File: src/rtl/lot_pkg.sv
`default_nettype none
// ============================================================================
// Module      : lot_pkg
// Description : Shared gate-FSM state type and beam-pair encodings
// Revision    : 1.0 - initial release
// ============================================================================
package lot_pkg;

    typedef enum logic [2:0] {
        IDLE = 3'd0,
        IN1  = 3'd1,
        IN2  = 3'd2,
        IN3  = 3'd3,
        OUT1 = 3'd4,
        OUT2 = 3'd5,
        OUT3 = 3'd6,
        WAIT = 3'd7
    } gate_state_t;

    // Pair is {a, b}; a is the outer beam
    localparam logic [1:0] S_CLR = 2'b00;
    localparam logic [1:0] S_A   = 2'b10;
    localparam logic [1:0] S_AB  = 2'b11;
    localparam logic [1:0] S_B   = 2'b01;

endpackage
`default_nettype wire

File: src/rtl/sync_bit.sv
`default_nettype none
// ============================================================================
// Module      : sync_bit
// Description : Multi-flop synchronizer for one asynchronous level input
// Revision    : 1.0 - initial release
// ============================================================================
module sync_bit #(
    parameter int SYNC_STAGES = 2
) (
    input  logic clk,
    input  logic reset_n,
    input  logic d_i,
    output logic q_o
);

    logic [SYNC_STAGES-1:0] sync_q;

    always_ff @(posedge clk or negedge reset_n) begin
        if (!reset_n) begin
            sync_q <= '0;
        end else begin
            sync_q <= {sync_q[SYNC_STAGES-2:0], d_i};
        end
    end

    assign q_o = sync_q[SYNC_STAGES-1];

endmodule
`default_nettype wire

File: src/rtl/lot_occupancy.sv
`default_nettype none
// ============================================================================
// Module      : lot_occupancy
// Description : Two-beam gate decoder with saturating parking occupancy count
// Revision    : 1.0 - initial release
// ============================================================================
module lot_occupancy
    import lot_pkg::*;
#(
    parameter int CAPACITY    = 3,
    parameter int SYNC_STAGES = 2,
    localparam int CNT_W      = $clog2(CAPACITY + 1)
) (
    input  logic             clk,
    input  logic             reset_n,
    input  logic             sensor_a,
    input  logic             sensor_b,
    output logic [CNT_W-1:0] cars,
    output logic             full,
    output logic             empty,
    output logic             car_enter,
    output logic             car_exit,
    output logic             err
);

    localparam logic [CNT_W-1:0] CAP_C = CNT_W'(CAPACITY);

    logic        a_sync;
    logic        b_sync;
    logic [1:0]  ab;

    gate_state_t state_q, state_d;
    logic        enter_req, exit_req, jump_err;

    logic [CNT_W-1:0] cars_q, cars_d;
    logic             full_q, empty_q;
    logic             enter_q, enter_d;
    logic             exit_q, exit_d;
    logic             err_q, err_d;

    sync_bit #(.SYNC_STAGES(SYNC_STAGES)) u_sync_a (
        .clk     (clk),
        .reset_n (reset_n),
        .d_i     (sensor_a),
        .q_o     (a_sync)
    );

    sync_bit #(.SYNC_STAGES(SYNC_STAGES)) u_sync_b (
        .clk     (clk),
        .reset_n (reset_n),
        .d_i     (sensor_b),
        .q_o     (b_sync)
    );

    assign ab = {a_sync, b_sync};

    always_ff @(posedge clk or negedge reset_n) begin
        if (!reset_n) begin
            state_q <= IDLE;
        end else begin
            state_q <= state_d;
        end
    end

    // Any two-bit change of the pair is a jump: flag it and park in WAIT until clear
    always_comb begin
        state_d   = state_q;
        enter_req = 1'b0;
        exit_req  = 1'b0;
        jump_err  = 1'b0;
        unique case (state_q)
            IDLE: begin
                if (ab == S_A)       state_d = IN1;
                else if (ab == S_B)  state_d = OUT1;
                else if (ab == S_AB) begin state_d = WAIT; jump_err = 1'b1; end
            end
            IN1: begin
                if (ab == S_AB)       state_d = IN2;
                else if (ab == S_CLR) state_d = IDLE;
                else if (ab == S_B)   begin state_d = WAIT; jump_err = 1'b1; end
            end
            IN2: begin
                if (ab == S_B)        state_d = IN3;
                else if (ab == S_A)   state_d = IN1;
                else if (ab == S_CLR) begin state_d = WAIT; jump_err = 1'b1; end
            end
            IN3: begin
                if (ab == S_CLR)      begin state_d = IDLE; enter_req = 1'b1; end
                else if (ab == S_AB)  state_d = IN2;
                else if (ab == S_A)   begin state_d = WAIT; jump_err = 1'b1; end
            end
            OUT1: begin
                if (ab == S_AB)       state_d = OUT2;
                else if (ab == S_CLR) state_d = IDLE;
                else if (ab == S_A)   begin state_d = WAIT; jump_err = 1'b1; end
            end
            OUT2: begin
                if (ab == S_A)        state_d = OUT3;
                else if (ab == S_B)   state_d = OUT1;
                else if (ab == S_CLR) begin state_d = WAIT; jump_err = 1'b1; end
            end
            OUT3: begin
                if (ab == S_CLR)      begin state_d = IDLE; exit_req = 1'b1; end
                else if (ab == S_AB)  state_d = OUT2;
                else if (ab == S_B)   begin state_d = WAIT; jump_err = 1'b1; end
            end
            WAIT: begin
                if (ab == S_CLR) state_d = IDLE;
            end
            default: state_d = IDLE;
        endcase
    end

    always_comb begin
        cars_d  = cars_q;
        enter_d = 1'b0;
        exit_d  = 1'b0;
        err_d   = jump_err;
        if (enter_req) begin
            if (cars_q == CAP_C) begin
                err_d = 1'b1;
            end else begin
                cars_d  = cars_q + CNT_W'(1);
                enter_d = 1'b1;
            end
        end else if (exit_req) begin
            if (cars_q == '0) begin
                err_d = 1'b1;
            end else begin
                cars_d = cars_q - CNT_W'(1);
                exit_d = 1'b1;
            end
        end
    end

    always_ff @(posedge clk or negedge reset_n) begin
        if (!reset_n) begin
            cars_q  <= '0;
            full_q  <= 1'b0;
            empty_q <= 1'b1;
            enter_q <= 1'b0;
            exit_q  <= 1'b0;
            err_q   <= 1'b0;
        end else begin
            cars_q  <= cars_d;
            full_q  <= (cars_d == CAP_C);
            empty_q <= (cars_d == '0);
            enter_q <= enter_d;
            exit_q  <= exit_d;
            err_q   <= err_d;
        end
    end

    assign cars      = cars_q;
    assign full      = full_q;
    assign empty     = empty_q;
    assign car_enter = enter_q;
    assign car_exit  = exit_q;
    assign err       = err_q;

endmodule
`default_nettype wire

File: config.mk
export PLATFORM = sky130hd
export DESIGN_NAME = lot_occupancy
export DESIGN_NICKNAME = d
export VERILOG_FILES = /design/src/rtl/lot_pkg.sv /design/src/rtl/sync_bit.sv /design/src/rtl/lot_occupancy.sv
export SDC_FILE = /design/constraint.sdc
export NUM_CORES = 1
export LEC_CHECK = 0
export CAP_MARGIN = 20
export CORE_ASPECT_RATIO = 0.75
export CORE_UTILIZATION = 39
export DETAILED_ROUTE_END_ITERATION = 8
export GPL_ROUTABILITY_DRIVEN = 0
export GPL_TIMING_DRIVEN = 0
export SLEW_MARGIN = 0
export SYNTH_ARGS = -nofsm -noshare
export SYNTH_HDL_FRONTEND = slang
export SYNTH_SLANG_ARGS = --single-unit
File: constraint.sdc
create_clock -name clk -period 1.8 [get_ports clk]
set_clock_uncertainty 0.1 [all_clocks]
set_input_delay 0.18 -clock clk [delete_from_list [all_inputs] [get_ports clk]]
set_output_delay 0.18 -clock clk [all_outputs]
set_load 0.05 [all_outputs]
==> metrics.md <==
| Metric | Value |
|---|---|
| Final Hold Vio Count | 0 |
| Die extent in y | approximately 45 um |
| P per Cell Area | ~1400 nW/um2 |
| CTS buffer count | 3 |
| Share of cells above drive strength 1 | between 20% and 30% |
| Initial antenna violation count | 0 |
| Critical path depth in cells | 7 |
| Hold_buf cts | 0 |
| Avg Inst Size Synth | just under 10 um2 |
| Worst setup path start | u_sync_b.sync_q[1] |
| Crit end category | flip-flop |
| Critical path type | flip-flop to flip-flop |
| Critical-path cell list | buf_6, clkinv_2, ha_2, o21bai_1, a31oi_1, o221ai_1, o2bb2ai_1 |
| Tightest Pin Transition | 0.6201 ns |
| Peak VDD IR | between 700 and 800 uV |
| Register area share after synthesis | a little over a third |
| Synth top area share | about a third |
| Core area | 2327 um2 |
| CP arrival | 1.79 ns |
| Sequential fraction of design power | 26.3% |
| Minimum clock period | 1.710 ns |
| Worst Path Max Fanout | 10 |
| Yosys warning count | 0 |
| Drt first-iter violations | 33 |
| Via Count | about 810 |
| Residual DRC count | 0 |
| Worst Setup Start Kind | flip-flop |
| Synth top area cells | dfrtp_1 (33%), ha_1 (9.0%), a21oi_1 (4.6%) |
| Setup_tns | 0 ns |
| Largest net degree at the start of global routing | 15 |
| Synthesized area | 978.4 um2 |
| Async set-reset flop share out of synthesis | 100.0% |
| Final period utilization | a little over nine tenths |
| Skew-Pair Late Insertion Delay | around 0.28 ns |
| Routed len/inst | between 10 and 15 um |
| CP max-delay cell | dfrtp_1 |
| Num rows | 15 |
| H-tree level count | 1 |
| Chip width | 59.84 um |
| Post-Synthesis Cells | ~100 |
| Worst-path clk slew | approximately 0.090 ns |
| Cell family with most CP delay | compound AO/OA/AOI/OAI gates |
| Reg2Reg Launch Point | u_sync_b.sync_q[1] |
| Antenna Nets Post-Route | 0 |
| Gr ovfl total | 0 |
| Dpl cell area | 1121 um2 |
| Initial core utilization | around 42% |
| IO Count | 11 |
| GRT Resource Usage Total | between 10% and 20% |
| Status | finished clean |
| Net Switching | about 0.75 mW |
| CTS tree | built |
| Prevailing post-synth register cell | dfrtp_1 |
| Die ar. | 2715 um2 |
| Final setup fails | 0 |
| Pins Over Slew Limit | 0 |
| Detailed Routing Iterations Pass 1 | 4 |
| Fmax | 0.5847 GHz |
| R2r setup slk | 0.09 ns |
| Mapped Nets | roughly 110 |
| Final instance area | 1189 um2 |
| Synthesis-to-finish area growth | 21.48% |
| Reg-to-reg endpoint | state_q[1] |
| Post-synth EDFFs | 0 |
| Worst Hold Class | primary input to asynchronous set/reset pin |
| Register bit total from synthesis | 14 |
| Unrepaired setup endpoints after global routing | no |
| HPWL Detailed | 1400 um |
| CP max stage delay | between 0.4 and 0.5 ns |
| Global-route wire length before repair | 3325 um |
| Clock Tree Root | clkbuf_4 |
| Worst setup path end | state_q[1] |
| MaxCap Viol Count | 0 |
| Via-to-Cell Ratio | about 5.3 |
| Post-layout nets | 130 |
| Gate power share | 60.5% |
| ANT cells | 0 |
| Layout Utilization | approximately 50% |
| Port buffer count | 10 |
| Clock power share | between 10% and 20% |
| Most area-hungry cell type in the Yosys netlist | dfrtp_1 |
| WP data required | 1.88 ns |
| Final total power | around 1.7 mW |
| Slew headroom | about 60% |
| Commonest cells after routing, fill and taps aside | dfrtp_1 (12), a21oi_1 (9), nor2_1 (8) |
| Post-Route WL | between 2000 and 2500 um |
| Commonest non-fill, non-tap cell in the layout | dfrtp_1 |
| WP buf/inv | 2 |
| Vias in the first global route | roughly 700 |
| Switch share | 44.05% |
| Synth cell types | 42 |
| CTS Buffer Depth | 2 |
| Clk sinks | 14 |
| Reg2Reg Depth | 7 |
| Hold_ws | roughly 0.17 ns |
| Leak | 0.4899 nW |
| Pint | 0.9515 mW |
-- Yosys cell counts (2+ instances only) --
| cell | number |
|---|---|
| a21oi_1 | 9 |
| a31oi_1 | 4 |
| buf_4 | 3 |
| buf_6 | 4 |
| dfrtp_1 | 13 |
| ha_1 | 7 |
| inv_1 | 3 |
| mux2i_1 | 2 |
| nand2_1 | 5 |
| nand2b_1 | 3 |
| nor2_1 | 8 |
| nor3_1 | 3 |
| nor3b_1 | 2 |
| o21a_1 | 3 |
| o21ai_0 | 5 |
-- timing repair --
| item | CTS | global route |
|---|---|---|
| cloned | 0 | 0 |
| setup endpoints to repair | 6 | 4 |
| setup buffers | 0 | 3 |
| resized for setup | 6 | 2 |
| hold endpoints to repair | 0 | 0 |
-- worst min path at each step --
stage,from,end,slack (ns),depth (start not counted)
after floorplan,reset_n,car_enter,-0.22,0
after global placement,u_sync_a.sync_q[0],u_sync_a.sync_q[1],0.24,0
after detailed placement,u_sync_b.sync_q[0],u_sync_b.sync_q[1],0.24,0
after CTS,reset_n,car_enter,0.20,1
after global routing,sensor_b,u_sync_b.sync_q[0],0.22,1
final,reset_n,err,0.17,1
-- final cells by class --
cell class              instances  area [um2]
flip-flops and latches         14       352.8
fillers                       243        1139
repair buffers                 13       118.9
well taps                      34       42.54
plain buffers                   7       67.56
clock buffers                   4       36.28
inverters                       5       20.02
multi-input cells              75       550.5
-- metrics by stage --
stage	worst slack, ns	instances
floorplan	0.1171	101
global placement	-0.09122	145
detailed placement	-0.08052	145
CTS	0.04999	149
global route	0.004222	152
finish	0.08971	152
-- power by group through the flow --
stage	logic [mW]	clock network (mW)	registers [mW]
floorplan	0.682	0	0.565
global placement	1.02	0	0.455
detailed placement	1.01	0	0.455
CTS	1.01	0.233	0.448
global route	1.10	0.246	0.460
finish	1.03	0.225	0.447
-- cell families (layout without fill, tap and decap cells) --
kind of cell    count (synthesis)  after routing  share of synthesized area, %
compound gates                 35             35                         25.83
simple gates                   29             29                         16.37
flops                          14             14                         35.93
buf+inv                        12             29                         8.822
fa+ha+maj                       7              7                         8.951
mux                             3              3                         3.197
xor+xnor                        1              1                        0.8953
-- sequential cells by signal, summed over array words and instances, names as in the netlist --
name and cells:
u_sync_a.sync_q 2, empty 1, cars 2, car_enter 1, err 1, u_sync_b.sync_q 2
state_q 3, car_exit 1, full 1
-- layer usage --
layer	vias to the layer above	wire [um]	global-route usage [%]
met3	2	100	5.966
met5	-	0	0
met4	0	4	1.395
met1	381	1000	22.52
met2	24	901	27.11
li1	400	-	-
(Power assumes the default switching activity.)
